`src/rtl/kore_fetch_decode_if.sv`:
```
// Bundles the instruction-memory bus and the issue/eop handshake between the
// fetch/decode sequencer (master) and the memory plus functional FSM (slave).
interface kore_fetch_decode_if #(
  parameter int PC_W = 8
);
  logic            imem_rd;
  logic [PC_W-1:0] imem_addr;
  logic [31:0]     imem_data;
  logic [6:0]      opcode;
  logic [4:0]      pcdata_rs0;
  logic [4:0]      pcdata_rs1;
  logic [4:0]      pcdata_rd;
  logic [2:0]      pcdata_bc;
  logic            opflag;
  logic            eop;

  modport master (
    output imem_rd, imem_addr,
    output opcode, pcdata_rs0, pcdata_rs1, pcdata_rd, pcdata_bc, opflag,
    input  imem_data, eop
  );

  modport slave (
    input  imem_rd, imem_addr,
    input  opcode, pcdata_rs0, pcdata_rs1, pcdata_rd, pcdata_bc, opflag,
    output imem_data, eop
  );
endinterface

```
`src/rtl/kore_fetch_decode.sv`:
```
// Fetch/decode sequencer: fetches words, runs JUMP/HALT locally, issues ALU ops.
// Define KORE_FETCH_TIMEOUT_EN to abort with err after TIMEOUT cycles without eop.
module kore_fetch_decode #(
  parameter int PC_W    = 8,
  parameter int TIMEOUT = 64
) (
  input  logic                clk,
  input  logic                rst_n,
  input  logic                start,
  kore_fetch_decode_if.master bus,
  output logic                busy,
  output logic                done,
  output logic                err,
  output logic [PC_W-1:0]     pc,
  output logic [15:0]         instr_cnt
);

  typedef enum logic [2:0] {
    S_IDLE,
    S_FETCH,
    S_LOAD,
    S_DECODE,
    S_ISSUE,
    S_WAIT,
    S_HALT
  } state_t;

  localparam logic [6:0] OP_JUMP = 7'h40;
  localparam logic [6:0] OP_HALT = 7'h7F;
  localparam int         N_ALU   = 4;
  localparam logic [N_ALU*7-1:0] ALU_OPS = {7'h08, 7'h04, 7'h02, 7'h01};

  state_t          state_q, state_d;
  logic [31:0]     ir_q, ir_d;
  logic [PC_W-1:0] pc_q, pc_d;
  logic [15:0]     cnt_q, cnt_d;
  logic            err_q, err_d;
  logic            eop_q;
  logic [6:0]      opcode_q, opcode_d;
  logic [4:0]      rs0_q, rs0_d;
  logic [4:0]      rs1_q, rs1_d;
  logic [4:0]      rd_q, rd_d;
  logic [2:0]      bc_q, bc_d;

  logic [N_ALU-1:0] alu_hit;
  logic             is_alu;
  logic [6:0]       ir_op;
  logic [PC_W-1:0]  jump_off;
  logic             eop_edge;
  logic             to_expired;

  assign ir_op = ir_q[6:0];

  genvar gi;
  generate
    for (gi = 0; gi < N_ALU; gi++) begin : g_alu
      assign alu_hit[gi] = (ir_op == ALU_OPS[gi*7 +: 7]);
    end
  endgenerate

  assign is_alu   = |alu_hit;
  assign jump_off = PC_W'($signed(ir_q[31:25]));
  // Only a low-to-high transition retires, so a held eop counts once.
  assign eop_edge = bus.eop & ~eop_q;

`ifdef KORE_FETCH_TIMEOUT_EN
  localparam int TO_W = $clog2(TIMEOUT + 1);
  logic [TO_W-1:0] to_cnt_q, to_cnt_d;

  assign to_cnt_d   = (state_q == S_WAIT) ? to_cnt_q + TO_W'(1) : '0;
  assign to_expired = (to_cnt_q == TO_W'(TIMEOUT - 1));

  always_ff @(posedge clk or negedge rst_n) begin
    if (!rst_n) begin
      to_cnt_q <= '0;
    end else begin
      to_cnt_q <= to_cnt_d;
    end
  end
`else
  logic unused_timeout;
  assign unused_timeout = (TIMEOUT > 0);
  assign to_expired     = 1'b0;
`endif

  always_ff @(posedge clk or negedge rst_n) begin
    if (!rst_n) begin
      state_q  <= S_IDLE;
      ir_q     <= '0;
      pc_q     <= '0;
      cnt_q    <= '0;
      err_q    <= 1'b0;
      eop_q    <= 1'b0;
      opcode_q <= '0;
      rs0_q    <= '0;
      rs1_q    <= '0;
      rd_q     <= '0;
      bc_q     <= '0;
    end else begin
      state_q  <= state_d;
      ir_q     <= ir_d;
      pc_q     <= pc_d;
      cnt_q    <= cnt_d;
      err_q    <= err_d;
      eop_q    <= bus.eop;
      opcode_q <= opcode_d;
      rs0_q    <= rs0_d;
      rs1_q    <= rs1_d;
      rd_q     <= rd_d;
      bc_q     <= bc_d;
    end
  end

  always_comb begin
    state_d  = state_q;
    ir_d     = ir_q;
    pc_d     = pc_q;
    cnt_d    = cnt_q;
    err_d    = err_q;
    opcode_d = opcode_q;
    rs0_d    = rs0_q;
    rs1_d    = rs1_q;
    rd_d     = rd_q;
    bc_d     = bc_q;
    case (state_q)
      S_IDLE: begin
        if (start) begin
          err_d   = 1'b0;
          state_d = S_FETCH;
        end
      end
      S_FETCH: state_d = S_LOAD;
      S_LOAD: begin
        ir_d    = bus.imem_data;
        state_d = S_DECODE;
      end
      S_DECODE: begin
        // Field outputs only move on an ALU word; JUMP/HALT/illegal leave them.
        if (is_alu) begin
          opcode_d = ir_op;
          rd_d     = ir_q[11:7];
          bc_d     = ir_q[14:12];
          rs0_d    = ir_q[19:15];
          rs1_d    = ir_q[24:20];
          state_d  = S_ISSUE;
        end else if (ir_op == OP_JUMP) begin
          pc_d    = pc_q + jump_off;
          state_d = S_FETCH;
        end else begin
          if (ir_op != OP_HALT) begin
            err_d = 1'b1;
          end
          state_d = S_HALT;
        end
      end
      S_ISSUE: state_d = S_WAIT;
      S_WAIT: begin
        if (eop_edge) begin
          pc_d    = pc_q + PC_W'(1);
          cnt_d   = cnt_q + 16'd1;
          state_d = S_FETCH;
        end else if (to_expired) begin
          err_d   = 1'b1;
          state_d = S_HALT;
        end
      end
      S_HALT: begin
        if (start) begin
          pc_d    = '0;
          cnt_d   = '0;
          err_d   = 1'b0;
          state_d = S_FETCH;
        end
      end
      default: state_d = S_IDLE;
    endcase
  end

  assign bus.imem_rd    = (state_q == S_FETCH);
  assign bus.imem_addr  = pc_q;
  assign bus.opflag     = (state_q == S_ISSUE);
  assign bus.opcode     = opcode_q;
  assign bus.pcdata_rs0 = rs0_q;
  assign bus.pcdata_rs1 = rs1_q;
  assign bus.pcdata_rd  = rd_q;
  assign bus.pcdata_bc  = bc_q;

  assign busy      = (state_q != S_IDLE) && (state_q != S_HALT);
  assign done      = (state_q == S_HALT);
  assign err       = err_q;
  assign pc        = pc_q;
  assign instr_cnt = cnt_q;

endmodule
```
`src/flat_wrapper.sv`:
```
// flat-port wrapper written by rule: the top's interface ports become plain ports
module kore_fetch_decode_flat 
#(
  parameter int PC_W    = 8,
  parameter int TIMEOUT = 64
)
  (clk, rst_n, start, busy, done, err, pc, instr_cnt, bus_imem_rd, bus_imem_addr, bus_opcode, bus_pcdata_rs0, bus_pcdata_rs1, bus_pcdata_rd, bus_pcdata_bc, bus_opflag, bus_imem_data, bus_eop);
  kore_fetch_decode_if #(.PC_W(PC_W)) bus_i ();
  input  logic clk;
  input  logic rst_n;
  input  logic start;
  output logic busy;
  output logic done;
  output logic err;
  output logic [PC_W-1:0] pc;
  output logic [15:0] instr_cnt;
  output wire logic [$bits(bus_i.imem_rd)-1:0] bus_imem_rd;
  output wire logic [$bits(bus_i.imem_addr)-1:0] bus_imem_addr;
  output wire logic [$bits(bus_i.opcode)-1:0] bus_opcode;
  output wire logic [$bits(bus_i.pcdata_rs0)-1:0] bus_pcdata_rs0;
  output wire logic [$bits(bus_i.pcdata_rs1)-1:0] bus_pcdata_rs1;
  output wire logic [$bits(bus_i.pcdata_rd)-1:0] bus_pcdata_rd;
  output wire logic [$bits(bus_i.pcdata_bc)-1:0] bus_pcdata_bc;
  output wire logic [$bits(bus_i.opflag)-1:0] bus_opflag;
  input wire logic [$bits(bus_i.imem_data)-1:0] bus_imem_data;
  input wire logic [$bits(bus_i.eop)-1:0] bus_eop;
  assign bus_imem_rd = bus_i.imem_rd;
  assign bus_imem_addr = bus_i.imem_addr;
  assign bus_opcode = bus_i.opcode;
  assign bus_pcdata_rs0 = bus_i.pcdata_rs0;
  assign bus_pcdata_rs1 = bus_i.pcdata_rs1;
  assign bus_pcdata_rd = bus_i.pcdata_rd;
  assign bus_pcdata_bc = bus_i.pcdata_bc;
  assign bus_opflag = bus_i.opflag;
  assign bus_i.imem_data = bus_imem_data;
  assign bus_i.eop = bus_eop;
  kore_fetch_decode #(.PC_W(PC_W), .TIMEOUT(TIMEOUT)) u_core (.clk(clk), .rst_n(rst_n), .start(start), .bus(bus_i), .busy(busy), .done(done), .err(err), .pc(pc), .instr_cnt(instr_cnt));
endmodule
```
`config.mk`:
```
export PLATFORM = sky130hd
export DESIGN_NAME = kore_fetch_decode_flat
export DESIGN_NICKNAME = d
export VERILOG_FILES = /design/src/rtl/kore_fetch_decode_if.sv /design/src/rtl/kore_fetch_decode.sv /design/src/flat_wrapper.sv
export SDC_FILE = /design/constraint.sdc
export NUM_CORES = 1
export LEC_CHECK = 0
export CAP_MARGIN = 10
export CELL_PAD_IN_SITES_DETAIL_PLACEMENT = 0
export CELL_PAD_IN_SITES_GLOBAL_PLACEMENT = 1
export CORE_AREA = 3 3 124 126
export DETAILED_ROUTE_END_ITERATION = 8
export DIE_AREA = 0 0 127 129
export PLACE_DENSITY_LB_ADDON = 0.2
export SLEW_MARGIN = 5
export SYNTH_ARGS = -nofsm -noshare
export SYNTH_HDL_FRONTEND = slang
export SYNTH_SLANG_ARGS = --single-unit
export TNS_END_PERCENT = 100
```
`constraint.sdc`:
```
create_clock -name clk -period 7.39 [get_ports clk]
set_input_delay 2.217 -clock clk [delete_from_list [all_inputs] [get_ports clk]]
set_output_delay 2.217 -clock clk [all_outputs]
set_load 0.02 [all_outputs]
```
==> metrics.cfg, run 1 <==
[cells_and_area]
num-nets-final = 469
final_common_cell = clkdlybuf4s50_1
stdcell_count = 613
syn_to_final_growth_pct = 34.6
fillerInstances = 1418
diodes = 0
drive_above_1_share_pct = 17.9
layout_common_cells = clkdlybuf4s50_1, dfrtp_1, mux2_2

[power_and_ir_drop]
finalPower_w = 0.00215
clkPwrFrac_pct = 19.9
cellInternalPower_w = 0.00139
p_sw_w = 0.000765
seqPwrFrac_pct = 36.4
ir_worst_vdd_mv = 0.158
combPwrFrac_pct = 43.7
p_leak_nw = 2.27
switching_share_pct = 35.5
p_per_area_nw_per_um2 = 399

[global_route]
grt_pass1_vias = 2939
antenna_found_initial = 0
grt_start_max_net_pins = 53
grt_pass1_wl_mm = 15.3
globalRouteTotalUtil_pct = 11.9
overflow = 0

[floorplanning]
io_pins = 98
die_area_um2 = 16400
num_rows = 44
start_util_pct = 27.8
coreArea_um2 = 14400
die_y_um = 129
dieWidth_um = 127

[logic_synthesis]
async_flop_share_pct = 100
synth.cell_area_um2 = 4020
ys_types = 46
yosys_register_bits = 86
synthCells = 332
synth.yosys.seq_area_share_pct = 53.6
synth_flop_cell = dfrtp_1
synth_edf_count = 0
synth_nets = 377
synth.avg_cell_area_um2 = 12.1
synth_warnings = 0

[critical_path]
worstReg2RegStart = u_core.ir_q[0]$_DFFE_PN0P_
crit_start = u_core.state_q[0]$_DFFE_PN0P_
r2r-end = u_core.bus.pcdata_rs0[4]$_DFFE_PN0N_
slowest_delay_ns = 0.62
critPathArrivalTime_ns = 2.14
cp_num_buf_inv = 2
cp_top_family = buffers and inverters
crit_chain = nand3b_1 -> clkinv_1 -> clkdlybuf4s50_1
required_ns = 5.17
r2r_slack_ns = 4.52
critPathCapture = done
crit_type = reg2out
rr_worst_depth = 5
path_depth = 3
endpoint_kind = primary output
cp-start-kind = flop
slowest_stage = clkdlybuf4s50_1
path_max_fanout = 11

[clock_tree]
postCtsSetupRepairBufs = 0
clkLatencyLatePin_ns = 0.33
cts_tree = built
cts_root_buf = clkbuf_16
clkTransAtPathRegs_ns = 0.06
ctsResizeCount = 0
hold_buffers = 0
cts_buffers = 9
cts.path.max_buffers = 2
htreeDepth = 3
cts_num_sinks = 86

[outcome]
status = finished clean

[placed_design]
gp_congestion = 0.717
io_buffers = 97
hpwl_mm = 6.34
dp.cells = 597

[routing]
wl_per_cell_um = 14.9
drtIter0Drc = 89
vias = 2807
finalWirelength_mm = 9.15
drtPass1Iterations = 4
ant_nets = 0
drc_errors = 0
viasPerCell = 4.58

[run]
drv_cap = 0

[timing]
rsz0062_at_grt = no
finalHoldViolations = 0
fin_skew_ns = 0.00434
fin_crit_sh_pct = 58.9
max_slew_margin_pct = 35.8
worstMarginPinSlew_ns = 0.959
min_period_ns = 4.35
setup_viol = 0
slew_violations = 0
timing.fmax_mhz = 230
setup_tns_ns = 0

[hold_path]
worstHoldPathType = reg2reg
hp-start = u_core.bus.pcdata_bc[1]$_DFFE_PN0N_

## worst reg2reg max path, cell delays in order (launching register included)
cell and delay, ns:
dfrtp_1 0.45, or3_4 0.40, mux2_4 0.28, nor4b_4 0.84, buf_4 0.41, mux2_2 0.38
## cell type report
cell class | count | area (µm²) | area share [%]
clock inverter | 3 | 18.8 | 0.347
clock buffer | 13 | 260 | 4.81
sequential | 86 | 2150 | 39.8
tap | 184 | 230 | 4.26
timing repair buffer | 100 | 991 | 18.3
multi-input combinational | 218 | 1720 | 31.8
inverter | 9 | 33.8 | 0.625
## state kept, by name (all words and copies together) (netlist names)
register and cells:
u_core.ir_q 32, u_core.instr_cnt 16, u_core.bus.imem_addr 8, u_core.bus.opcode 7
u_core.bus.pcdata_rd 5, u_core.bus.pcdata_rs0 5, u_core.bus.pcdata_rs1 5, u_core.bus.pcdata_bc 3
u_core.state_q 3, u_core.eop_q 1, u_core.err 1
## per-stage QoR
stage	setup slack [ns]	instance area, µm²	util (%)	hold WS, ns
final	3.04	5410	37.5	0.490
after floorplan	3.90	4020	-	0.460
after global placement	2.92	5120	35.5	0.469
after CTS	3.03	5400	37.4	0.495
after detailed placement	2.83	5120	35.5	0.479
after global routing	2.92	5410	37.5	0.518
## synthesized netlist by cell type, drive strengths merged (2+ instances only)
library cell / n / share of area, %
xnor2: 11 / 2.4
dfrtp: 86 / 54
nor3b: 2 / 0.37
nand4: 3 / 0.47
o21ai: 17 / 2.1
nor2b: 5 / 0.78
and2: 8 / 1.2
o31ai: 5 / 0.93
mux2: 56 / 17
o2111ai: 2 / 0.44
nand3: 6 / 0.75
buf: 13 / 2.3
nand3b: 3 / 0.56
nor2: 18 / 1.7
clkbuf: 6 / 0.56
and4bb: 2 / 0.62
xor2: 4 / 0.87
nand2: 20 / 1.9
a21oi: 15 / 1.9
or3: 7 / 1.2
ha: 8 / 2.5
inv: 8 / 0.75
nor3: 8 / 1.0
nand2b: 2 / 0.31
## worst min-delay path by stage
stage,depth (start not counted),endpoint
floorplan,1,u_core.bus.pcdata_bc[0]$_DFFE_PN0N_
finish,1,u_core.bus.pcdata_bc[1]$_DFFE_PN0N_
CTS,1,u_core.bus.pcdata_bc[1]$_DFFE_PN0N_
global placement,1,u_core.bus.pcdata_bc[0]$_DFFE_PN0N_
detailed placement,1,u_core.bus.pcdata_bc[1]$_DFFE_PN0N_
global route,1,u_core.bus.opcode[4]$_DFFE_PN0N_
## power by group through the flow
| stage | Clock [W] | Combinational [W] | Sequential (W) |
|---|---|---|---|
| 3_5_place_dp | 0 | 0.000954 | 0.000794 |
| 3_3_place_gp | 0 | 0.000942 | 0.000785 |
| 5_1_grt | 0.000468 | 0.00104 | 0.000817 |
| 6_report | 0.000428 | 0.000942 | 0.000785 |
| 2_1_floorplan | 0 | 0.000593 | 0.000831 |
| 4_1_cts | 0.000447 | 0.000960 | 0.000787 |
## cell families after synthesis
kind of cell               synth area share, %
and+or+nand+nor                           12.1
adders and majority gates                 2.99
buffers and inverters                     3.74
muxes                                     17.0
xor gates and xnor gates                  3.27
AOI/OAI and AO/OA                         7.38
DFF                                       53.6
## layer usage
metal	global-route usage (%)	part of all wire [%]	vias to the layer above
li1	-	-	1361
met1	15.4	47	1367
met2	18.4	45	67
met3	3.74	6.4	12
met4	5.11	1.8	0
met5	0	0	-
Power figures use the tool's default switching activity.
==> inputs of run 2 (changes only) <==
==> constraint.sdc (replaced) <==
create_clock -name clk -period 3.7 [get_ports clk]
set_input_delay 1.11 -clock clk [delete_from_list [all_inputs] [get_ports clk]]
set_output_delay 1.11 -clock clk [all_outputs]
set_load 0.02 [all_outputs]
==> run 2 against run 1 <==
  * Non-clock buffer count up 3
  * Total power up 100%
  * Sequential share of layout area down 0.37 points
  * Critical path type unchanged
  * Critical endpoint is now busy
  * Die area unchanged
  * Worst setup slack worse by 2.5 ns
  * First-iteration DRC count unchanged
==> metrics.cfg, run 2 (same netlist as run 1, synthesis figures left out) <==
[outcome]
status = finished clean

[power_and_ir_drop]
p_per_area_nw_per_um2 = 801
seqPwrFrac_pct = 35.8
cellInternalPower_w = 0.00283
clkPwrFrac_pct = 21.0
switching_share_pct = 35.2
p_leak_nw = 2.30
p_sw_w = 0.00154
combPwrFrac_pct = 43.2
ir_worst_vdd_mv = 0.298

[cells_and_area]
multi_input_area_um2 = 1710
final_common_cell = clkdlybuf4s50_1
largest_reg_flops = 32
register_area_um2 = 2150
layout_common_cells = clkdlybuf4s50_1, dfrtp_1, mux2_2
diodes = 0
drive_above_1_share_pct = 18.8
stdcell_count = 616
syn_to_final_growth_pct = 35.9
stdcell_area_um2 = 5460
fillerInstances = 1437
num-nets-final = 472
max_flop_register = u_core.ir_q

[timing]
max_slew_margin_pct = 41.9
worstMarginPinSlew_ns = 0.868
finalHoldViolations = 0
slew_violations = 0
setup_tns_ns = 0
setup_viol = 0
rsz0062_at_grt = no
fin_skew_ns = 0.00360
timing.fmax_mhz = 317
min_period_ns = 3.15
fin_crit_sh_pct = 85.2

[routing]
drc_errors = 0
ant_nets = 0
viasPerCell = 4.59
drtPass1Iterations = 6
wl_per_cell_um = 14.8
drtIter0Drc = 89
vias = 2828
finalWirelength_mm = 9.10

[global_route]
grt_start_max_net_pins = 87
globalRouteTotalUtil_pct = 11.9
antenna_found_initial = 0
grt_pass1_vias = 2894
grt_pass1_wl_mm = 15.2
overflow = 0

[critical_path]
required_ns = 2.59
r2r_slack_ns = 0.95
r2r-end = u_core.bus.imem_addr[6]$_DFFE_PN0P_
endpoint_kind = primary output
worstReg2RegStart = u_core.state_q[2]$_DFFE_PN0P_
critPathArrivalTime_ns = 2.04
path_max_fanout = 12
cp-start-kind = flop
crit_type = reg2out
rr_worst_depth = 8

[clock_tree]
cts_num_sinks = 86
cts.path.max_buffers = 2
cts_root_buf = clkbuf_16
clkLatencyLatePin_ns = 0.34
ctsResizeCount = 0
hold_buffers = 0
cts_buffers = 9
htreeDepth = 3
cts_tree = built
postCtsSetupRepairBufs = 0
clkTransAtPathRegs_ns = 0.06

[placed_design]
hpwl_mm = 6.21
dp.cells = 600
placed_cell_area_um2 = 5160
gp_congestion = 0.745
io_buffers = 97

[floorplanning]
die_y_um = 129
num_rows = 44
dieWidth_um = 127
start_util_pct = 27.8
io_pins = 98
die_area_um2 = 16400
coreArea_um2 = 14400

[hold_path]
hp-start = u_core.ir_q[12]$_DFFE_PN0P_
whs_endpoint = u_core.bus.pcdata_bc[0]$_DFFE_PN0N_
holdPathStages = 1
worstHoldPathType = reg2reg

[run]
drv_cap = 0

[run 2: worst max path at each step]
stage / startpoint / endpoint / slack (ns) / cells after the start
6_report: u_core.state_q[1]$_DFFE_PN0P_ / busy / 0.55 / 4
5_1_grt: u_core.state_q[1]$_DFFE_PN0P_ / busy / 0.40 / 4
4_1_cts: u_core.state_q[1]$_DFFE_PN0P_ / busy / 0.50 / 4
3_5_place_dp: bus_eop / u_core.instr_cnt[12]$_DFFE_PN0P_ / 0.51 / 5
3_3_place_gp: start / u_core.instr_cnt[15]$_DFFE_PN0P_ / 0.61 / 5
2_1_floorplan: u_core.state_q[2]$_DFFE_PN0P_ / u_core.bus.imem_addr[6]$_DFFE_PN0P_ / 1.18 / 9
[run 2: layer usage]
layer	GRT usage (%)	share of wire, %
met5	0	0
met4	5.30	1.9
met3	4.07	6.7
met2	18.1	45
met1	15.3	46
[run 2: stage by stage]
step / total power, W / setup WS (ns) / hold slack (ns) / utilization (%)
after detailed placement: 0.00350 / 0.510 / 0.478 / 35.7
after global routing: 0.00471 / 0.401 / 0.508 / 37.8
after floorplan: 0.00284 / 1.18 / 0.460 / -
final: 0.00437 / 0.549 / 0.489 / 37.8
after global placement: 0.00346 / 0.612 / 0.469 / 35.7
after CTS: 0.00445 / 0.502 / 0.493 / 37.8
[run 2: power groups by stage]
stage / sequential, W / clock [W] / combinational (W)
after global placement: 0.00157 / 0 / 0.00189
after global routing: 0.00163 / 0.000996 / 0.00208
final: 0.00157 / 0.000918 / 0.00189
after CTS: 0.00157 / 0.000956 / 0.00192
after detailed placement: 0.00158 / 0 / 0.00192
after floorplan: 0.00166 / 0 / 0.00118
[run 2: area by class of cell]
| class | count | share of cell area (%) |
|---|---|---|
| inverter | 9 | 0.619 |
| timing repair buffer | 103 | 18.8 |
| multi-input combinational | 218 | 31.4 |
| sequential | 86 | 39.4 |
| clock inverter | 6 | 1.12 |
| clock buffer | 10 | 4.38 |
| tap | 184 | 4.22 |
[run 2: critical path, cell delays in order (launching register included)]
cell and delay [ns]:
dfrtp_1 0.52, nor2b_1 0.38, nor3_1 0.11, inv_1 0.08, clkdlybuf4s50_1 0.60
